===== src/rtl/fetch_pkg.sv =====
// fetch_pkg
// Shared definitions for the instruction-fetch stage:
//   state_t          - fetch FSM states (FETCH, HOLD, DRAIN)
//   NOP              - instruction word inserted as a pipeline bubble
//   DEFAULT_RESET_PC - PC loaded on reset unless the parent overrides it
package fetch_pkg;

    typedef enum logic [1:0] {
        FETCH = 2'd0,   // request outstanding at PC
        HOLD  = 2'd1,   // fetched word parked in the holding buffer
        DRAIN = 2'd2    // waiting out a stale request before redirecting
    } state_t;

    localparam logic [31:0] NOP              = 32'h0000_0000;
    localparam logic [31:0] DEFAULT_RESET_PC = 32'h0000_0000;

endpackage


===== src/rtl/fetch_stage_pc_next.sv =====
// F_pc_next
// Combinational next-PC priority mux for the fetch stage.
//   i_pc          - current PC
//   i_stall       - hazard stall; while set, redirects are not sampled
//   i_jump        - decode-stage jump (highest priority)
//   i_branch      - decode-stage branch taken
//   i_addr_jump   - jump target
//   i_addr_pcadd  - branch target
//   o_pc4         - sequential successor, wraps modulo 2^32
//   o_redirect    - a jump or branch is accepted this cycle
//   o_target      - redirect target (jump wins over branch)
module F_pc_next (
    input  logic [31:0] i_pc,
    input  logic        i_stall,
    input  logic        i_jump,
    input  logic        i_branch,
    input  logic [31:0] i_addr_jump,
    input  logic [31:0] i_addr_pcadd,
    output logic [31:0] o_pc4,
    output logic        o_redirect,
    output logic [31:0] o_target
);

    always_comb begin
        o_pc4      = i_pc + 32'd4;
        o_redirect = !i_stall && (i_jump || i_branch);
        o_target   = i_jump ? i_addr_jump : i_addr_pcadd;
    end

endmodule


===== src/rtl/fetch_stage.sv =====
// fetch_stage
// Instruction-fetch stage: issues word requests to instruction memory and
// fills the IF/ID pipeline register.
//   i_clk, i_nrst               - clock, asynchronous active-low reset
//   i_con_stall                 - hazard stall; freezes PC and IF/ID
//   i_con_ifbranch, i_addr_pcadd- branch redirect and its target
//   i_con_jump, i_addr_jump     - jump redirect and its target
//   o_imem_req, o_imem_addr     - memory request and word address
//   i_imem_ack, i_imem_rdata    - single-cycle response and data
//   o_addr_pc4, o_data_instr,
//   o_con_valid                 - IF/ID register toward decode
//   o_dbg_state                 - current FSM state
//
// Handshake: once o_imem_req is high, o_imem_req and o_imem_addr stay
// unchanged until the cycle in which i_imem_ack is high; that cycle
// completes the transfer, and i_imem_ack may arrive in the same cycle the
// request is first raised.
module fetch_stage
    import fetch_pkg::*;
#(
    parameter logic [31:0] RESET_PC = DEFAULT_RESET_PC
) (
    input  logic        i_clk,
    input  logic        i_nrst,
    input  logic        i_con_stall,
    input  logic        i_con_ifbranch,
    input  logic        i_con_jump,
    input  logic [31:0] i_addr_pcadd,
    input  logic [31:0] i_addr_jump,
    output logic        o_imem_req,
    output logic [31:0] o_imem_addr,
    input  logic        i_imem_ack,
    input  logic [31:0] i_imem_rdata,
    output logic [31:0] o_addr_pc4,
    output logic [31:0] o_data_instr,
    output logic        o_con_valid,
    output state_t      o_dbg_state
);

    state_t      state_q, state_d;
    logic [31:0] pc_q, pc_d;
    logic [31:0] pc4_q, pc4_d;
    logic [31:0] instr_q, instr_d;
    logic        valid_q, valid_d;
    logic [31:0] buf_instr_q, buf_instr_d;
    logic [31:0] buf_pc4_q, buf_pc4_d;
    logic [31:0] target_q, target_d;

    logic [31:0] pc_plus4;
    logic        redirect;
    logic [31:0] redirect_target;

    F_pc_next u_pc_next (
        .i_pc         (pc_q),
        .i_stall      (i_con_stall),
        .i_jump       (i_con_jump),
        .i_branch     (i_con_ifbranch),
        .i_addr_jump  (i_addr_jump),
        .i_addr_pcadd (i_addr_pcadd),
        .o_pc4        (pc_plus4),
        .o_redirect   (redirect),
        .o_target     (redirect_target)
    );

    always_comb begin
        state_d     = state_q;
        pc_d        = pc_q;
        pc4_d       = pc4_q;
        instr_d     = instr_q;
        valid_d     = valid_q;
        buf_instr_d = buf_instr_q;
        buf_pc4_d   = buf_pc4_q;
        target_d    = target_q;
        o_imem_req  = 1'b0;

        case (state_q)
            FETCH: begin
                o_imem_req = 1'b1;
                if (i_imem_ack) begin
                    if (i_con_stall) begin
                        // Decode can't take the word yet: park it and
                        // stop requesting until the stall clears.
                        buf_instr_d = i_imem_rdata;
                        buf_pc4_d   = pc_plus4;
                        pc_d        = pc_plus4;
                        state_d     = HOLD;
                    end else if (redirect) begin
                        instr_d = NOP;
                        valid_d = 1'b0;
                        pc_d    = redirect_target;
                    end else begin
                        pc4_d   = pc_plus4;
                        instr_d = i_imem_rdata;
                        valid_d = 1'b1;
                        pc_d    = pc_plus4;
                    end
                end else if (redirect) begin
                    // The request can't be withdrawn; remember where to go
                    // and let it complete in DRAIN.
                    instr_d  = NOP;
                    valid_d  = 1'b0;
                    target_d = redirect_target;
                    state_d  = DRAIN;
                end else if (!i_con_stall) begin
                    instr_d = NOP;
                    valid_d = 1'b0;
                end
            end

            HOLD: begin
                if (!i_con_stall) begin
                    if (redirect) begin
                        instr_d = NOP;
                        valid_d = 1'b0;
                        pc_d    = redirect_target;
                    end else begin
                        pc4_d   = buf_pc4_q;
                        instr_d = buf_instr_q;
                        valid_d = 1'b1;
                    end
                    state_d = FETCH;
                end
            end

            DRAIN: begin
                // Stale request stays on the bus; its data is dropped.
                o_imem_req = 1'b1;
                if (i_imem_ack) begin
                    pc_d    = target_q;
                    state_d = FETCH;
                end
            end

            default: begin
                state_d = FETCH;
            end
        endcase
    end

    always_ff @(posedge i_clk or negedge i_nrst) begin
        if (!i_nrst) begin
            state_q     <= FETCH;
            pc_q        <= RESET_PC;
            pc4_q       <= 32'h0;
            instr_q     <= NOP;
            valid_q     <= 1'b0;
            buf_instr_q <= 32'h0;
            buf_pc4_q   <= 32'h0;
            target_q    <= 32'h0;
        end else begin
            state_q     <= state_d;
            pc_q        <= pc_d;
            pc4_q       <= pc4_d;
            instr_q     <= instr_d;
            valid_q     <= valid_d;
            buf_instr_q <= buf_instr_d;
            buf_pc4_q   <= buf_pc4_d;
            target_q    <= target_d;
        end
    end

    assign o_imem_addr  = pc_q;
    assign o_addr_pc4   = pc4_q;
    assign o_data_instr = instr_q;
    assign o_con_valid  = valid_q;
    assign o_dbg_state  = state_q;

endmodule


===== config.mk =====
export PLATFORM = sky130hd
export DESIGN_NAME = fetch_stage
export DESIGN_NICKNAME = d
export VERILOG_FILES = /design/src/rtl/fetch_pkg.sv /design/src/rtl/fetch_stage_pc_next.sv /design/src/rtl/fetch_stage.sv
export SDC_FILE = /design/constraint.sdc
export NUM_CORES = 1
export LEC_CHECK = 0
export BUFFER_PORTS_ARGS = -buffer_cell sky130_fd_sc_hd__buf_2
export CORE_AREA = 2 2 139 141
export CTS_BUF_LIST = sky130_fd_sc_hd__clkbuf_16
export DETAILED_ROUTE_END_ITERATION = 6
export DIE_AREA = 0 0 141 143
export PLACE_DENSITY = 0.79
export SLEW_MARGIN = 20
export SYNTH_ARGS = -nofsm -noshare
export SYNTH_HDL_FRONTEND = slang
export SYNTH_HIERARCHICAL = 1
export SYNTH_SLANG_ARGS = --single-unit

===== constraint.sdc =====
create_clock -name i_clk -period 6 [get_ports i_clk]
set_input_delay 0.9 -clock i_clk [delete_from_list [all_inputs] [get_ports i_clk]]
set_output_delay 0.9 -clock i_clk [all_outputs]
set_load 0.01 [all_outputs]

# --- Word-level counts from Yosys, hierarchy flattened ---
# Cells that the tools add are included.
# W data, S select, Z words.
totals:
  ff_bits: 195
  in_bits: 102
  output_inout_bits: 100
  wordCells: 73
op_classes:
  add_sub_neg: 1
  eq_ne: 14
  muxes: 35
  bitwise_logic: 1
  reduce_logical: 14
ops:
  columns: ["cell", "n"]
  rows:
  - ["$mux W32", 19]
  - ["$pmux W32 S2", 2]
  - ["$pmux W32 S3", 1]
  - ["$add A32 B3 Y32 const B", 1]
  - ["$ne A2 B2 Y1 const B", 7]
  - ["$ne A3 B3 Y1 const B", 4]
  - ["$mux W2", 5]
  - ["$reduce_and A4 Y1", 2]
  - ["$mux W1", 6]
  - ["$pmux W2 S3", 1]
  - ["$reduce_and A3 Y1", 2]
  - ["$reduce_and A6 Y1", 1]
  - ["$reduce_and A5 Y1", 1]
  - ["$ne A4 B4 Y1 const B", 1]
  - ["$reduce_bool A3 Y1", 1]
  - ["$eq A2 B1 Y1 const B", 1]
  - ["$eq A2 B2 Y1 const B", 1]
  - ["$logic_not A2 Y1", 1]
  - ["$pmux W1 S2", 1]
  - ["$reduce_and A2 Y1", 1]
  - ["$reduce_bool A2 Y1", 1]
  - ["$reduce_or A2 Y1", 1]
  - ["$logic_and A1 B1 Y1", 1]
  - ["$logic_not A1 Y1", 1]
  - ["2 further kinds", 2]

# --- Longest topological paths before layout ---
depth:
  ltp_word: 6
  mapped_depth: 11
  ltp_nobuf: 8

# --- Cells and area by module ---
# Netlist, hierarchy kept.
modules_own_cells:
  columns: ["mod", "instances", "cells_each", "area_each_um2", "seq_area_each_um2"]
  rows:
  - ["fetch_stage", 1, 711, 9135.0, 4879.7]
  - ["F_pc_next", 1, 121, 963.4, 0.0]

# --- Worst setup path before layout ---
# Ideal clock, no wire load.
synth_timing:
  path_kind: "input to register"
  startpoint: "input i_con_jump"
  endpoint: "register pc_q[0], in the netlist o_imem_addr[0]"
  setup_ns: 0.125
  arrival_time_ns: 2.884
  required_ns: 5.875
  path_slack_ns: 2.992
  path_stages: 11
  n_path_buf: 5
  cell_sequence: "clkbuf_1 clkbuf_1 nor2_1 nor2_1 buf_6 nor2b_1 buf_2 buf_2 mux2i_1 a21oi_1 mux2_2"
synth_via:
  elab_chain_cells: 6
  elab_cells_between_ends: 11
  cone_classes: "eq/ne: 1; mux: 7; reduce/logical: 3"
synth_lines:
  columns: ["element", "line", "rtl"]
  rows:
  - ["start: declaration", "fetch_stage.sv:27", "input logic i_con_jump,"]
  - ["$logic_or A1 B1 Y1 *", "fetch_stage_pc_next.sv:26", "o_redirect = !i_stall && (i_jump || i_branch);"]
  - ["$logic_and A1 B1 Y1 *", "fetch_stage_pc_next.sv:26", null]
  - ["named net redirect", "fetch_stage.sv:50", "logic redirect;"]
  - ["$mux W32", "fetch_stage.sv:87", "end else if (redirect) begin"]
  - ["$mux W32", "fetch_stage.sv:80", "if (i_con_stall) begin"]
  - ["$mux W32", "fetch_stage.sv:79", "if (i_imem_ack) begin"]
  - ["$pmux W32 S3", "fetch_stage.sv:76", "case (state_q)"]
  - ["end signal: assignment", "fetch_stage.sv:152", "pc_q <= pc_d;"]
  - ["end: declaration", "fetch_stage.sv:41", "logic [31:0] pc_q, pc_d;"]
# Mark *: on every way through the listed nets, which the timed path passes. The rest lies on a longest branch. The select of a mux whose other input is x is not followed.
# A chain may end at the register's enable or synchronous reset.

# --- Worst setup path after layout ---
layout_timing:
  startpoint: "input i_con_jump"
  endpoint: "register pc_q[24], in the netlist o_imem_addr[24]"
# Same word-level chain as after synthesis.

==> out/metrics.csv <==
stage,metric,value,unit
routing,drtIter0Drc,471,
sta,rsz0062_at_grt,false,
sta,setup_tns,0,ns
final_layout,multi_input_area,4920,um^2
floorplanning,start_util,54.4,%
synthesis,synth_area,10100,um^2
routing,wl,23600,um
grt,grt_overflow_total,0,
critical_path,crit_cells,8,
pwr,p_per_area,574,nW/um^2
routing,antenna_left,0,
critical_path,path_max_fanout,36,
floorplanning,fp.dieW,141,um
final_layout,syn2layout_area_growth,16.7,%
critical_path,crit_required,6.31,ns
grt,grt_max_degree,76,
clock_tree,cts_hold_buffers,0,
final_layout,stdcell_count,1246,
critical_path,path_cells,buf_2 -> nor2_1 -> nor2_2 -> buf_4 -> inv_1 -> a21oi_1 -> nand3_2 -> mux2_2,
clock_tree,post-cts-setup-buffers,0,
pwr,p_total,6770,uW
status,status,completed,
sta,tightest_slew,1.06,ns
final_layout,drive_above_1_share,48.3,%
placed_design,dpl.hpwl,15400,um
clock_tree,htree_levels,4,
critical_path,r2r_cells,6,
critical_path,critPathLaunchType,input pin,
routing,firstDrtPassIters,5,
placed_design,io_buffer_count,201,
final_layout,register_area,4880,um^2
critical_path,crit_slowest_cell,nand3_2,
sta,min_period_over_period,58.8,%
critical_path,critPathKind,input pin to flop,
floorplanning,placeableCoreArea,18600,um^2
clock_tree,tritoncts,yes,
synthesis,ys_seq_elements,195,
synthesis,ys_seq_area_share,48.3,%
floorplanning,die_area,20200,um^2
clock_tree,clk_pin_slew,0.08,ns
synthesis,syn_avg_cell_area,12.1,um^2
synthesis,ys_warn_count,6,
critical_path,worstPathArrival,3.84,ns
critical_path,critical_path_buf_inv_count,3,
floorplanning,row_count,50,
run,maxCapViolations,0,
pwr,power_leakage,0.00529,uW
clock_tree,cts_sinks,195,
sta,fmax,0.283,GHz
routing,num_vias,7278,
clock_tree,cts_buffers,17,
grt,grt.total_usage,23.6,%
placed_design,gp_congestion,0.829,
clock_tree,clock-root-buffer,clkbuf_16,
clock_tree,cts_repair_resize_count,0,
sta,finalHoldViolations,0,
synthesis,synth_nets,941,
placed_design,dp_cells,1214,
pwr,ir_drop,0.000318,V
grt,grt_pass1_vias,7183,
routing,wl_per_cell,19.0,um
sta,setup_viol,0,
synthesis,syn_inst,832,
final_layout,fin_nets,1109,
critical_path,slowest_delay,0.69,ns
critical_path,crit_family,buffers and inverters,
routing,drc,0,
clock_tree,clk_path_buf_depth,2,
synthesis,synthDistinctLibCells,41,
sta,period_needed,3.53,ns
sta,max-slew-margin-rel,29.3,%
clock_tree,insertion_delay,0.43,ns
sta,whs,0.453,ns
routing,via_per_inst,5.84,
min_path,min_path_type,input pin to async pin,
final_layout,n_fill_cell,1464,
critical_path,critPathCaptureType,flop,
sta,finalMaxSlewViolations,0,
floorplanning,pin_count,202,
final_layout,antenna_cells,0,
grt,grt_first_pass_wirelength,37900,um
floorplanning,die_h,143,um
sta,fin_skew,0.00947,ns
grt,antenna_found_initial,0,
## cell usage in the layout (no fill, tap or decap), drive strengths merged
cell | Yosys | final
and3 | 2 | 2
and3b | 1 | 1
nor2 | 75 | 75
bufinv | 0 | 1
a22oi | 33 | 33
o22ai | 2 | 2
ha | 7 | 7
nor2b | 2 | 2
dfrtp | 195 | 195
and4 | 2 | 2
nor3 | 3 | 3
buf | 37 | 211
a2111oi | 1 | 1
xor2 | 7 | 7
inv | 9 | 16
o21a | 1 | 1
nand3b | 1 | 1
mux2 | 192 | 192
clkinvlp | 0 | 2
nor4 | 2 | 2
nand3 | 14 | 14
a211o | 1 | 1
a21oi | 70 | 70
o2bb2ai | 1 | 1
clkinv | 0 | 4
nand2 | 13 | 13
or2 | 3 | 3
xnor2 | 21 | 21
nand2b | 1 | 1
a221oi | 34 | 34
nand4 | 10 | 10
mux2i | 64 | 64
and2 | 2 | 2
clkbuf | 26 | 18
## cell type report
cell class              instances  share of cell area [%]
clock buffers                  17                    3.61
flip-flops and latches        195                    41.4
well taps                     234                    2.48
clock inverters                14                    1.21
multi-input cells             565                    41.7
repair buffers                212                    9.31
inverters                       9                   0.287
## flip-flops by register name (all words and copies together), names as in the netlist
name,flops
buf_pc4_q,32
o_data_instr,32
o_con_valid,1
target_q,32
buf_instr_q,32
o_imem_addr,32
o_addr_pc4,32
o_dbg_state,2
## layer usage
metal  GRT usage [%]  part of all wire (%)  vias to the layer above  routed length (um)
li1                -                     -                     3370                   -
met3            4.90                   5.8                       19                1370
met1            32.8                    45                     3661               10700
met2            38.6                    48                      228               11400
met5               0                     0                        -                   0
met4            5.32                   1.1                        0                 251
## worst paths after layout
check                              endpoint  slack (ns)       startpoint
hold reg to reg             o_data_instr[3]        0.50  o_data_instr[3]
setup reg to reg           o_data_instr[16]        3.14   o_dbg_state[1]
max in group asynchronous      target_q[11]        4.19           i_nrst
min in group i_clk          o_data_instr[3]        0.50  o_data_instr[3]
setup / recovery            o_imem_addr[24]        2.47       i_con_jump
hold / removal              buf_instr_q[26]        0.45           i_nrst
## logic make-up after synthesis
family | synth area share [%]
AO/OA/AOI/OAI | 10.6
adder cells (fa/ha/maj) | 0.867
buffers and inverters | 3.64
XOR/XNOR | 2.43
flip-flops | 48.3
AND/OR/NAND/NOR | 6.43
multiplexers | 27.8
## metrics by stage
step | cell area [um^2] | worst slack, ns | util [%]
floorplan | 10100 | 2.99 | -
finish | 11800 | 2.47 | 63.4
detailed placement | 11200 | 2.01 | 60.4
global route | 11800 | 2.15 | 63.4
CTS | 11800 | 2.44 | 63.4
global placement | 11200 | 2.06 | 60.4
## power by group
part | total [uW] | internal [uW] | switching [uW] | leakage, uW
Combinational | 3170 | 1520 | 1650 | 0.00267
Clock | 1120 | 584 | 536 | 0.000275
Sequential | 2480 | 2000 | 479 | 0.00235
Total | 6770 | 4100 | 2670 | 0.00529
## cell usage after synthesis, drive strengths merged
cell type | count | area (um^2)
a2111oi | 1 | 27.5
a211o | 1 | 8.76
a21oi | 70 | 455
a221oi | 34 | 298
a22oi | 33 | 248
and2 | 2 | 15.0
and3 | 2 | 12.5
and3b | 1 | 8.76
and4 | 2 | 18.8
buf | 37 | 236
clkbuf | 26 | 97.6
dfrtp | 195 | 4880
ha | 7 | 87.6
inv | 9 | 33.8
mux2 | 192 | 2160
mux2i | 64 | 641
nand2 | 13 | 48.8
nand2b | 1 | 8.76
nand3 | 14 | 75.1
nand3b | 1 | 7.51
nand4 | 10 | 68.8
nor2 | 75 | 297
nor2b | 2 | 12.5
nor3 | 3 | 15.0
nor4 | 2 | 42.5
o21a | 1 | 7.51
o22ai | 2 | 12.5
o2bb2ai | 1 | 8.76
or2 | 3 | 18.8
xnor2 | 21 | 184
xor2 | 7 | 61.3
(Power assumes the default switching activity.)
